**config.mk**
```make
export PLATFORM = sky130hd
export DESIGN_NAME = fwd_scoreboard
export DESIGN_NICKNAME = d
export VERILOG_FILES = /design/src/rtl/fwd_pkg.sv /design/src/rtl/fwd_operand_match.sv /design/src/rtl/fwd_scoreboard.sv
export SDC_FILE = /design/constraint.sdc
export NUM_CORES = 1
export LEC_CHECK = 0
export CAP_MARGIN = 20
export CORE_ASPECT_RATIO = 1.75
export CORE_UTILIZATION = 54
export DETAILED_ROUTE_END_ITERATION = 7
export PLACE_DENSITY = 0.94
export SLEW_MARGIN = 20
export SYNTH_ARGS = -nofsm -noshare
export SYNTH_HDL_FRONTEND = slang
export SYNTH_SLANG_ARGS = --single-unit
```
**constraint.sdc**
```tcl
create_clock -name clk -period 4.1 [get_ports clk]
set_input_delay 0.615 -clock clk [delete_from_list [all_inputs] [get_ports clk]]
set_output_delay 0.615 -clock clk [all_outputs]
set_load 0.005 [all_outputs]
```
**src/rtl/fwd_pkg.sv**
```systemverilog
// Shared encodings and the in-flight tag record for the forwarding unit.
package fwd_pkg;

    typedef enum logic [1:0] {
        WB_ALU = 2'b00,
        WB_IMM = 2'b01,
        WB_PC4 = 2'b10,
        WB_MEM = 2'b11
    } wb_src_e;

    typedef enum logic [1:0] {
        FWD_REG      = 2'b00,
        FWD_BYPASS   = 2'b01,
        FWD_OVERRIDE = 2'b10
    } fwd_src_e;

    typedef struct packed {
        logic       valid;
        logic [4:0] rd;
        wb_src_e    wb_src;
    } tag_t;

endpackage

```
**src/rtl/fwd_operand_match.sv**
```systemverilog
// Youngest-producer search and readiness test for one source operand.
module fwd_operand_match
    import fwd_pkg::*;
#(
    parameter int DEPTH    = 3,
    parameter int LOAD_LAT = 1,
    parameter int SW       = 2
) (
    input  tag_t [DEPTH-1:0] tags,
    input  logic [4:0]       rs,
    input  logic             used,
    input  logic             override_op,
    output logic             hit,
    output logic [SW-1:0]    stage,
    output logic [1:0]       kind,
    output logic             hazard
);

    // Scan oldest to youngest so the youngest match is the one left standing.
    always_comb begin
        hit    = 1'b0;
        stage  = '0;
        kind   = 2'b00;
        hazard = 1'b0;
        if (used && !override_op && rs != 5'd0) begin
            for (int p = DEPTH - 1; p >= 0; p--) begin
                if (tags[p].valid && tags[p].rd == rs) begin
                    hit    = 1'b1;
                    stage  = SW'(p + 1);
                    kind   = tags[p].wb_src;
                    hazard = (p + 1) < ((tags[p].wb_src == WB_MEM) ? (LOAD_LAT + 1) : 1);
                end
            end
        end
    end

endmodule

```
**src/rtl/fwd_scoreboard.sv**
```systemverilog
// Forwarding and hazard unit: shadows in-flight destination tags and registers
// per-operand bypass selects for the instruction entering EX.
module fwd_scoreboard
    import fwd_pkg::*;
#(
    parameter int NUM_SRC  = 2,
    parameter int DEPTH    = 3,
    parameter int LOAD_LAT = 1,
    parameter int CNT_W    = 32
) (
    input  logic                                clk,
    input  logic                                rst,
    input  logic                                id_valid,
    input  logic [NUM_SRC*5-1:0]                id_rs,
    input  logic [NUM_SRC-1:0]                  id_rs_used,
    input  logic [NUM_SRC-1:0]                  id_override,
    input  logic [4:0]                          id_rd,
    input  logic                                id_reg_write,
    input  logic [1:0]                          id_wb_src,
    input  logic                                flush,
    output logic                                stall,
    output logic [NUM_SRC*2-1:0]                fwd_src,
    output logic [NUM_SRC*$clog2(DEPTH+1)-1:0]  fwd_stage,
    output logic [NUM_SRC*2-1:0]                fwd_kind,
    output logic [CNT_W-1:0]                    stall_count
);

    localparam int SW = $clog2(DEPTH + 1);

    tag_t [DEPTH-1:0]     tags;
    tag_t                 new_tag;
    logic                 issue;
    logic [NUM_SRC-1:0]   hit;
    logic [NUM_SRC-1:0]   hazard;
    logic [NUM_SRC*SW-1:0] hit_stage;
    logic [NUM_SRC*2-1:0] hit_kind;
    logic [NUM_SRC*2-1:0] src_nxt;
    logic [NUM_SRC*SW-1:0] stage_nxt;
    logic [NUM_SRC*2-1:0] kind_nxt;

    for (genvar i = 0; i < NUM_SRC; i++) begin : g_op
        fwd_operand_match #(
            .DEPTH    (DEPTH),
            .LOAD_LAT (LOAD_LAT),
            .SW       (SW)
        ) u_match (
            .tags        (tags),
            .rs          (id_rs[5*i +: 5]),
            .used        (id_rs_used[i]),
            .override_op (id_override[i]),
            .hit         (hit[i]),
            .stage       (hit_stage[SW*i +: SW]),
            .kind        (hit_kind[2*i +: 2]),
            .hazard      (hazard[i])
        );
    end

    // flush outranks a hazard: the killed instruction must not hold the front end.
    assign stall = id_valid && !flush && (|hazard);
    assign issue = id_valid && !stall && !flush;

    always_comb begin
        new_tag = '0;
        if (issue) begin
            new_tag.valid  = id_reg_write && (id_rd != 5'd0);
            new_tag.rd     = id_rd;
            new_tag.wb_src = wb_src_e'(id_wb_src);
        end
    end

    always_comb begin
        src_nxt   = '0;
        stage_nxt = '0;
        kind_nxt  = '0;
        if (issue) begin
            for (int i = 0; i < NUM_SRC; i++) begin
                if (id_override[i]) begin
                    src_nxt[2*i +: 2] = FWD_OVERRIDE;
                end else if (hit[i]) begin
                    src_nxt[2*i +: 2]    = FWD_BYPASS;
                    stage_nxt[SW*i +: SW] = hit_stage[SW*i +: SW];
                    kind_nxt[2*i +: 2]   = hit_kind[2*i +: 2];
                end
            end
        end
    end

    always_ff @(posedge clk or posedge rst) begin
        if (rst) begin
            tags        <= '0;
            fwd_src     <= '0;
            fwd_stage   <= '0;
            fwd_kind    <= '0;
            stall_count <= '0;
        end else begin
            tags      <= {tags[DEPTH-2:0], new_tag};
            fwd_src   <= src_nxt;
            fwd_stage <= stage_nxt;
            fwd_kind  <= kind_nxt;
            if (stall && stall_count != {CNT_W{1'b1}}) begin
                stall_count <= stall_count + CNT_W'(1);
            end
        end
    end

endmodule

```
* Word level (Yosys, flattened, before mapping) *
Cells that the tools add are included.

operators by class
  $lt $le $gt $ge = 3
  mux-type cells = 51
  $add $sub $neg = 1
  reduce and logical (&&, ||, !) cells = 24
  equal/unequal tests = 10

operator list
  kind                                                         number
  less-than comparator 3 x 32 -> 1 bit (first input constant)  2
  two-way mux 2 bit                                            29
  adder 32 x 1 -> 32 bit (second input constant)               1
  less-than comparator 2 x 32 -> 1 bit (first input constant)  1
  inequality test 32 bit (second input constant)               1
  == test 5 bit                                                6
  two-way mux 1 bit                                            18
  logical AND 1 bit                                            16
  nonzero test 5 bit                                           3
  two-way mux 4 bit                                            3
  two-way mux 8 bit                                            1
  == test 2 bit (second input constant)                        3
  logical NOT 1 bit                                            4
  OR reduction 2 bit                                           1

word-level totals
  input bits = 26
  output and inout port bits = 45
  word-level logic and storage cells = 102
  register bits after elaboration = 68

* Logic depth before layout (Yosys ltp) *
Gate-level depths: netlist of run 1.

  word-level depth = 13
  depth in mapped cells = 8
  gate-level depth less buffers = 7

* By module *
Synthesis of run 1 repeated with hierarchy kept, for this count alone.

second synthesis, totals
  cell total of the unflattened synthesis = 295
  area, all modules = 3353.2 sq um

by module, submodules not included
  module             times used  sequential area each (sq um)  cells each  area each (sq um)
  fwd_scoreboard     1           1701.6                        207         2662.6
  fwd_operand_match  2           0.0                           44          345.3

* Worst setup path before layout of run 1 *
OpenSTA, ideal clock, no wires.

  path kind = input to output
  start point = in id_rs[7]
  end point = out stall
  stages = 7
  path buffers = 2
  setup slack = 1.370 ns
  arrival time = 2.115 ns
  data required time = 3.485 ns
  path through = xnor2_1 nand2_1 or4_1 buf_2 o32a_4 buf_6 nor2_1

on the way
  word-level cells in the longest chain between the ends = 8
  elaborated cells on any way between the ends = 14
  classes of those cells = eq/ne: 3; mux: 4; reduce/logical: 7

ends and longest elaborated chain
  item                            line                     RTL
  start: declaration              fwd_scoreboard.sv:14     input logic [NUM_SRC*5-1:0] id_rs,
  == test 5 bit                   fwd_operand_match.sv:27  if (tags[p].valid && tags[p].rd == rs) begin
  logical AND 1 bit               fwd_operand_match.sv:27
  two-way mux 1 bit (3 in a row)  fwd_operand_match.sv:27
  two-way mux 1 bit (*)           fwd_operand_match.sv:25  if (used && !override_op && rs != 5'd0) begin
  OR reduction 2 bit (*)          fwd_scoreboard.sv:59     assign stall = id_valid && !flush && (|hazard);
  logical AND 1 bit (*)           fwd_scoreboard.sv:59
  end: declaration                fwd_scoreboard.sv:21     output logic stall,

Every way passes the cells marked *; elsewhere a longest branch is shown, timed or not.

* Final worst setup path of run 1 *
Same ends and word-level chain as after synthesis.

==> results_dict.tcl, run 1 <==
set metrics [dict create \
    port_buffers 70 \
    areaGrowthSynthToFinish_pct 29.21 \
    worst-path-buf-inv 2 \
    core-area_mm2 0.005630 \
    finalClockSkew_ns 0.01122 \
    power_frac_comb_pct 7.3 \
    synth_area_mm2 0.003208 \
    cts_hold_buf 0 \
    multi_input_area_mm2 0.001441 \
    finalSetupViolations 0 \
    cts_resized 0 \
    fill_cells 369 \
    grtUsageTotal_pct 27.53 \
    clk_pin_slew_worst_paths_ns 0.06 \
    cts_tree "done" \
    synth_area_per_cell_um2 10.91 \
    vias 2619 \
    num_io_pins 71 \
    synth_flop_cell "dfrtp_1" \
    min_period_ns 3.785 \
    cp_max_fo 8 \
    synth_edf_count 0 \
    antenna_found_initial 0 \
    critPathTopFamily "buffers and inverters" \
    register_area_mm2 0.001702 \
    power.leakage_uw 0.001854 \
    clk_latency_ns 0.34 \
    final-hold-violation-count 0 \
    p_seq_share_pct 56.6 \
    synth.distinct_cells 35 \
    powerDensity_mw_per_mm2 294.1 \
    peakVddDrop_mv 0.2271 \
    swShare_pct 23.23 \
    drive_gt1_share_pct 6.117 \
    required_ns 3.48 \
    cts_inserted_buffers 9 \
    drt_iter0_drc 179 \
    place_hpwl_um 5844 \
    cap_viol_max_count 0 \
    grt_setup_unrepaired "false" \
    clock-sinks 68 \
    drt-pass1-iter-count 4 \
    synth_cells 294 \
    final_cell_area_mm2 0.004145 \
    drc_errors 0 \
    die_w_um 60.27 \
    cp.arrival_ns 3.17 \
    htree_levels 3 \
    fmax_ghz 0.2642 \
    clock_path_buffers 2 \
    switchingPower_uw 283.2 \
    finalWirelength_um 7772 \
    critPathMostFrequentCell "clkdlybuf4s50_1" \
    maxSlewHeadroom_pct 38.05 \
    cell_internal_pwr_uw 936.0 \
    wl_per_cell_um 17.19 \
    num_antenna_cells 0 \
    cts_setup_buffers 0 \
    critPathSlowestCell "or4_1" \
    seq_area_frac_synth_pct 53.04 \
    power.total_uw 1219 \
    dp_cells 437 \
    end_kind "primary output" \
    tns_ns 0 \
    gp_congestion 1.010 \
    ys_seq_elements 68 \
    clock_power_share_pct 36.0 \
    grt_max_degree 47 \
    worst_slew_pin_slew_ns 0.9278 \
    slew_violations 0 \
    drt.antenna.violating_nets 0 \
    die_height_um 104.0 \
    slowest_delay_ns 0.71 \
    holdCritPathClass "reg -> reg" \
    post_dp_cell_area_mm2 0.003995 \
    clockRootBuffer "clkbuf_8" \
    crit_chain "clkdlybuf4s50_1, xnor2_1, nand2_1, or4_1, o32a_4, nor2_1, clkdlybuf4s50_1" \
    final_cells 452 \
    cp-start-kind "primary input" \
    grt_pass1_vias 2709 \
    crit_type "in -> out" \
    grt_pass1_wl_um 12740 \
    start_util_pct 56.98 \
    yosysWarningCount 0 \
    outcome "finished clean" \
    vias_per_cell 5.794 \
    async_flop_share_pct 100.0 \
    die_area_mm2 0.006265 \
    period_share_pct 92.32 \
    overflow 0 \
    syn_nets 321 \
    nNetsFinal 399 \
    rows 36 \
]
[per-layer routing]
metal,global-route usage (%),up-vias,part of all wire [%]
li1,-,1199,-
met1,28.57,1279,35
met2,48.59,116,58
met3,5.846,25,4.6
met4,14.62,0,3.0
met5,0,-,0
[worst reg2reg max path: stages (launching register included)]
cell and delay [ns]:
dfrtp_1 0.41, xnor2_1 0.16, nand2_1 0.09, or4_1 0.71, o32a_4 0.43, buf_4 0.22
nor4_1 0.45, xor2_1 0.18
[state kept, by name, indices dropped and copies added (netlist names)]
| signal | cells |
|---|---|
| stall_count | 32 |
| fwd_kind | 4 |
| tags | 24 |
| fwd_src | 4 |
| fwd_stage | 4 |
[path summary, 6_finish.rpt]
path / startpoint / endpoint / slack [ns] / cells after the start
min in group asynchronous: rst / stall_count[31]$_DFFE_PP0P_ / 0.81 / 2
min: tags[15]$_DFF_PP0_ / tags[23]$_DFF_PP0_ / 0.39 / 0
min reg2reg: tags[15]$_DFF_PP0_ / tags[23]$_DFF_PP0_ / 0.39 / 0
max in group asynchronous: rst / tags[1]$_DFF_PP0_ / 2.43 / 3
max reg2reg: tags[4]$_DFF_PP0_ / stall_count[14]$_DFFE_PP0P_ / 1.37 / 7
max: id_rs[7] / stall / 0.31 / 7
[Yosys cell counts, drive strengths merged, types with 5 or more instances]
| library cell | n | area (um2) |
|---|---|---|
| nand4 | 11 | 68.82 |
| nand2 | 16 | 60.06 |
| clkbuf | 5 | 18.77 |
| xnor2 | 19 | 166.4 |
| nor2b | 6 | 37.54 |
| nand3 | 19 | 95.09 |
| o21ai | 6 | 30.02 |
| nor2 | 14 | 52.55 |
| xor2 | 42 | 367.9 |
| dfrtp | 68 | 1702 |
| and2 | 9 | 56.30 |
| nor4 | 20 | 131.4 |
| inv | 5 | 18.77 |
| nor3 | 14 | 70.07 |
| or4 | 5 | 37.54 |
| and3 | 8 | 50.05 |
[cell type report]
cell class                 instances  share of cell area, %
inverter                           5                 0.4528
tap                               76                  2.294
sequential                        68                  41.05
multi-input combinational        213                  34.77
clock inverter                     3                 0.3622
timing repair buffer              75                  17.81
clock buffer                      12                  3.260
[power by group through the flow]
| stage | Clock (uW) | Combinational, uW | Sequential (uW) |
|---|---|---|---|
| after floorplan | 0 | 43.5 | 700 |
| after global placement | 0 | 87.5 | 702 |
| after detailed placement | 0 | 89.7 | 703 |
| after CTS | 447 | 90.3 | 690 |
| after global routing | 479 | 98.6 | 691 |
| final | 439 | 89.4 | 690 |
[cells by family (layout without fill, tap and decap cells)]
logic type / Yosys count / in the layout / share of synthesized area, %
and+or+nand+nor: 131 / 131 / 22.66
AOI/OAI and AO/OA: 19 / 19 / 4.875
adders and majority gates: 1 / 1 / 0.3900
DFF: 68 / 68 / 53.04
muxes: 1 / 1 / 0.3510
xor gates and xnor gates: 61 / 61 / 16.65
buffers and inverters: 13 / 95 / 2.028
[cell usage in the layout, fill, tap and decap left out, drive strengths merged, types with 4 or more instances in the layout]
master / netlist / final
clkdlybuf4s50: 0 / 70
dfrtp: 68 / 68
xor2: 42 / 42
nor4: 20 / 20
nand3: 19 / 19
xnor2: 19 / 19
nand2: 16 / 16
nor2: 14 / 14
nor3: 14 / 14
clkbuf: 5 / 12
nand4: 11 / 11
and2: 9 / 9
and3: 8 / 8
nor2b: 6 / 6
o21ai: 6 / 6
or4: 5 / 5
buf: 3 / 5
inv: 5 / 5
a22oi: 4 / 4
a211oi: 4 / 4
[stage by stage]
step | util (%) | hold WS [ns] | setup WS [ns]
floorplan | - | 0.3588 | 1.370
global placement | 70.96 | 0.3713 | 0.3537
detailed placement | 70.96 | 0.3753 | 0.3148
CTS | 73.62 | 0.3863 | 0.3155
global route | 73.62 | 0.4079 | 0.2314
finish | 73.62 | 0.3934 | 0.3149
Note: power is estimated with default switching activity, not from simulation.
==> inputs of run 2 (changes only) <==
--- a/config.mk
+++ b/config.mk
@@ -9,7 +9,7 @@
 export CORE_ASPECT_RATIO = 1.75
 export CORE_UTILIZATION = 54
 export DETAILED_ROUTE_END_ITERATION = 7
-export PLACE_DENSITY = 0.94
+export PLACE_DENSITY = 0.85
 export SLEW_MARGIN = 20
 export SYNTH_ARGS = -nofsm -noshare
 export SYNTH_HDL_FRONTEND = slang
==> run 2 against run 1 <==
Count of clock-buffer cells in the layout shrank 1. Cell count grew 0.44%. Setup slack lost 0.024 ns. Sequential power is essentially flat. Largest cell class unchanged. Combinational power shrank 1%.
==> results_dict.tcl, run 2 (same netlist as run 1, synthesis figures left out) <==
set metrics [dict create \
    outcome "finished clean" \
    cp.arrival_ns 3.19 \
    cap_viol_max_count 0 \
    grtUsageTotal_pct 26.10 \
    worst_slew_pin_slew_ns 0.7981 \
    slew_violations 0 \
    cp_max_fo 8 \
    num_io_pins 71 \
    slowest_delay_ns 0.70 \
    fmax_ghz 0.2626 \
    cts_inserted_buffers 9 \
    finalSetupViolations 0 \
    rr_endpoint "stall_count[1]$_DFFE_PP0P_" \
    dp_slack_ns 0.3024 \
    peakVddDrop_mv 0.2615 \
    gp_congestion 0.9866 \
    final_common_cell "clkdlybuf4s50_1" \
    finalClockSkew_ns 0.008748 \
    drt-pass1-iter-count 4 \
    areaGrowthSynthToFinish_pct 31.05 \
    cp-start-kind "primary input" \
    path_depth 7 \
    crit_chain "clkdlybuf4s50_1, xnor2_1, nand2_1, or4_1, o32a_4, nor2_1, clkdlybuf4s50_1" \
    holdCritPathClass "reg -> reg" \
    worst-path-buf-inv 2 \
    critPathSlowestCell "or4_1" \
    tns_ns 0 \
    worstSetupStartpoint "id_rs[8]" \
    critPathMostFrequentCell "clkdlybuf4s50_1" \
    end_kind "primary output" \
    rows 36 \
    final_cell_mix "clkdlybuf4s50_1, dfrtp_1, xor2_1" \
    cts_resized 0 \
    overflow 0 \
    cts_tree "done" \
    place_hpwl_um 5749 \
    num_antenna_cells 0 \
    required_ns 3.48 \
    min_period_ns 3.809 \
    clk_pin_slew_worst_paths_ns 0.07 \
    maxSlewHeadroom_pct 46.72 \
    grt_pass1_vias 2574 \
    htree_levels 3 \
    die_area_mm2 0.006265 \
    start_util_pct 56.98 \
    drt.antenna.violating_nets 0 \
    final-hold-violation-count 0 \
    clock_path_buffers 2 \
    powerDensity_mw_per_mm2 316.4 \
    die_w_um 60.27 \
    die_height_um 104.0 \
    cts_setup_buffers 0 \
    drive_gt1_share_pct 7.407 \
    nNetsFinal 400 \
    clock-sinks 68 \
    top_register "stall_count" \
    antenna_found_initial 0 \
    clockRootBuffer "clkbuf_8" \
    core-area_mm2 0.005630 \
    endpoint "stall" \
    cts_hold_buf 0 \
    finalWirelength_um 7458 \
    worst-r2r-cell-count 6 \
    period_share_pct 92.89 \
    vias_per_cell 5.709 \
    r2r_start "tags[4]$_DFF_PP0_" \
    port_buffers 70 \
    fin_hold_ws_ns 0.4093 \
    grt_max_degree 43 \
    power.leakage_uw 0.001887 \
    critPathTopFamily "buffers and inverters" \
    r2r_setup_slack_ns 1.41 \
    drt_iter0_drc 158 \
    crit_type "in -> out" \
    hp-start "tags[9]$_DFF_PP0_" \
    layout_setup_ws_ns 0.2913 \
    drc_errors 0 \
    grt_pass1_wl_um 11990 \
    top_regs "stall_count (32), tags (24)" \
    wl_per_cell_um 16.43 \
    largest_reg_flops 32 \
    grt_setup_unrepaired "false" \
    clk_latency_ns 0.35 \
    vias 2592 \
]
==> run 2: cell types whose count changed in the layout (fill, tap and decap cells not counted) <==
cell       previous run  this run
clkbuf_8              9        11
clkinv_2              3         4
clkbuf_1              3         0
bufinv_16             0         1
buf_4                 5         6
==> run 2: area by class of cell <==
cell class	count	area (um2)
Clock inverter	5	50.05
Sequential cell	68	1702
Clock buffer	11	151.4
Fill cell	390	1426
Tap cell	76	95.09
Inverter	5	18.77
Multi-Input combinational cell	213	1441
Timing Repair Buffer	76	745.7
==> run 2: worst reg2reg max path, stage by stage, from the launching register on <==
cell and delay (ns):
dfrtp_1 0.45, xnor2_1 0.16, nand2_1 0.10, or4_1 0.70, o32ai_2 0.66, nand2_1 0.19
mux2_2 0.31
==> run 2: worst min-delay path by stage <==
stage	end	slack, ns	depth (start not counted)
after global placement	tags[23]$_DFF_PP0_	0.39	0
final	tags[17]$_DFF_PP0_	0.41	0
after global routing	tags[17]$_DFF_PP0_	0.43	0
after detailed placement	tags[23]$_DFF_PP0_	0.39	0
after floorplan	tags[23]$_DFF_PP0_	0.36	0
after CTS	tags[17]$_DFF_PP0_	0.41	0
==> run 2: per-layer routing <==
layer  vias to the layer above  track usage, %  wire length [um]
met4                         0           13.12               282
met2                       112           45.76              4197
li1                       1208               -                 -
met5                         -               0                 0
met1                      1251           28.19              2643
met3                        21           4.975               334
==> run 2: metrics by stage <==
stage | std cells | instance area [um2] | util [%] | power (uW)
6_report | 454 | 4204 | 74.67 | 1330
5_1_grt | 454 | 4204 | 74.67 | 1377
2_1_floorplan | 294 | 3208 | - | 743.6
4_1_cts | 454 | 4204 | 74.67 | 1338
3_5_place_dp | 438 | 4003 | 71.09 | 792.1
3_3_place_gp | 438 | 4003 | 71.09 | 789.8
==> run 2: power breakdown <==
group / internal, uW / switching [uW] / total (uW)
clock: 309 / 241 / 551
combinational: 42.4 / 46.0 / 88.5
sequential: 681 / 10.5 / 691
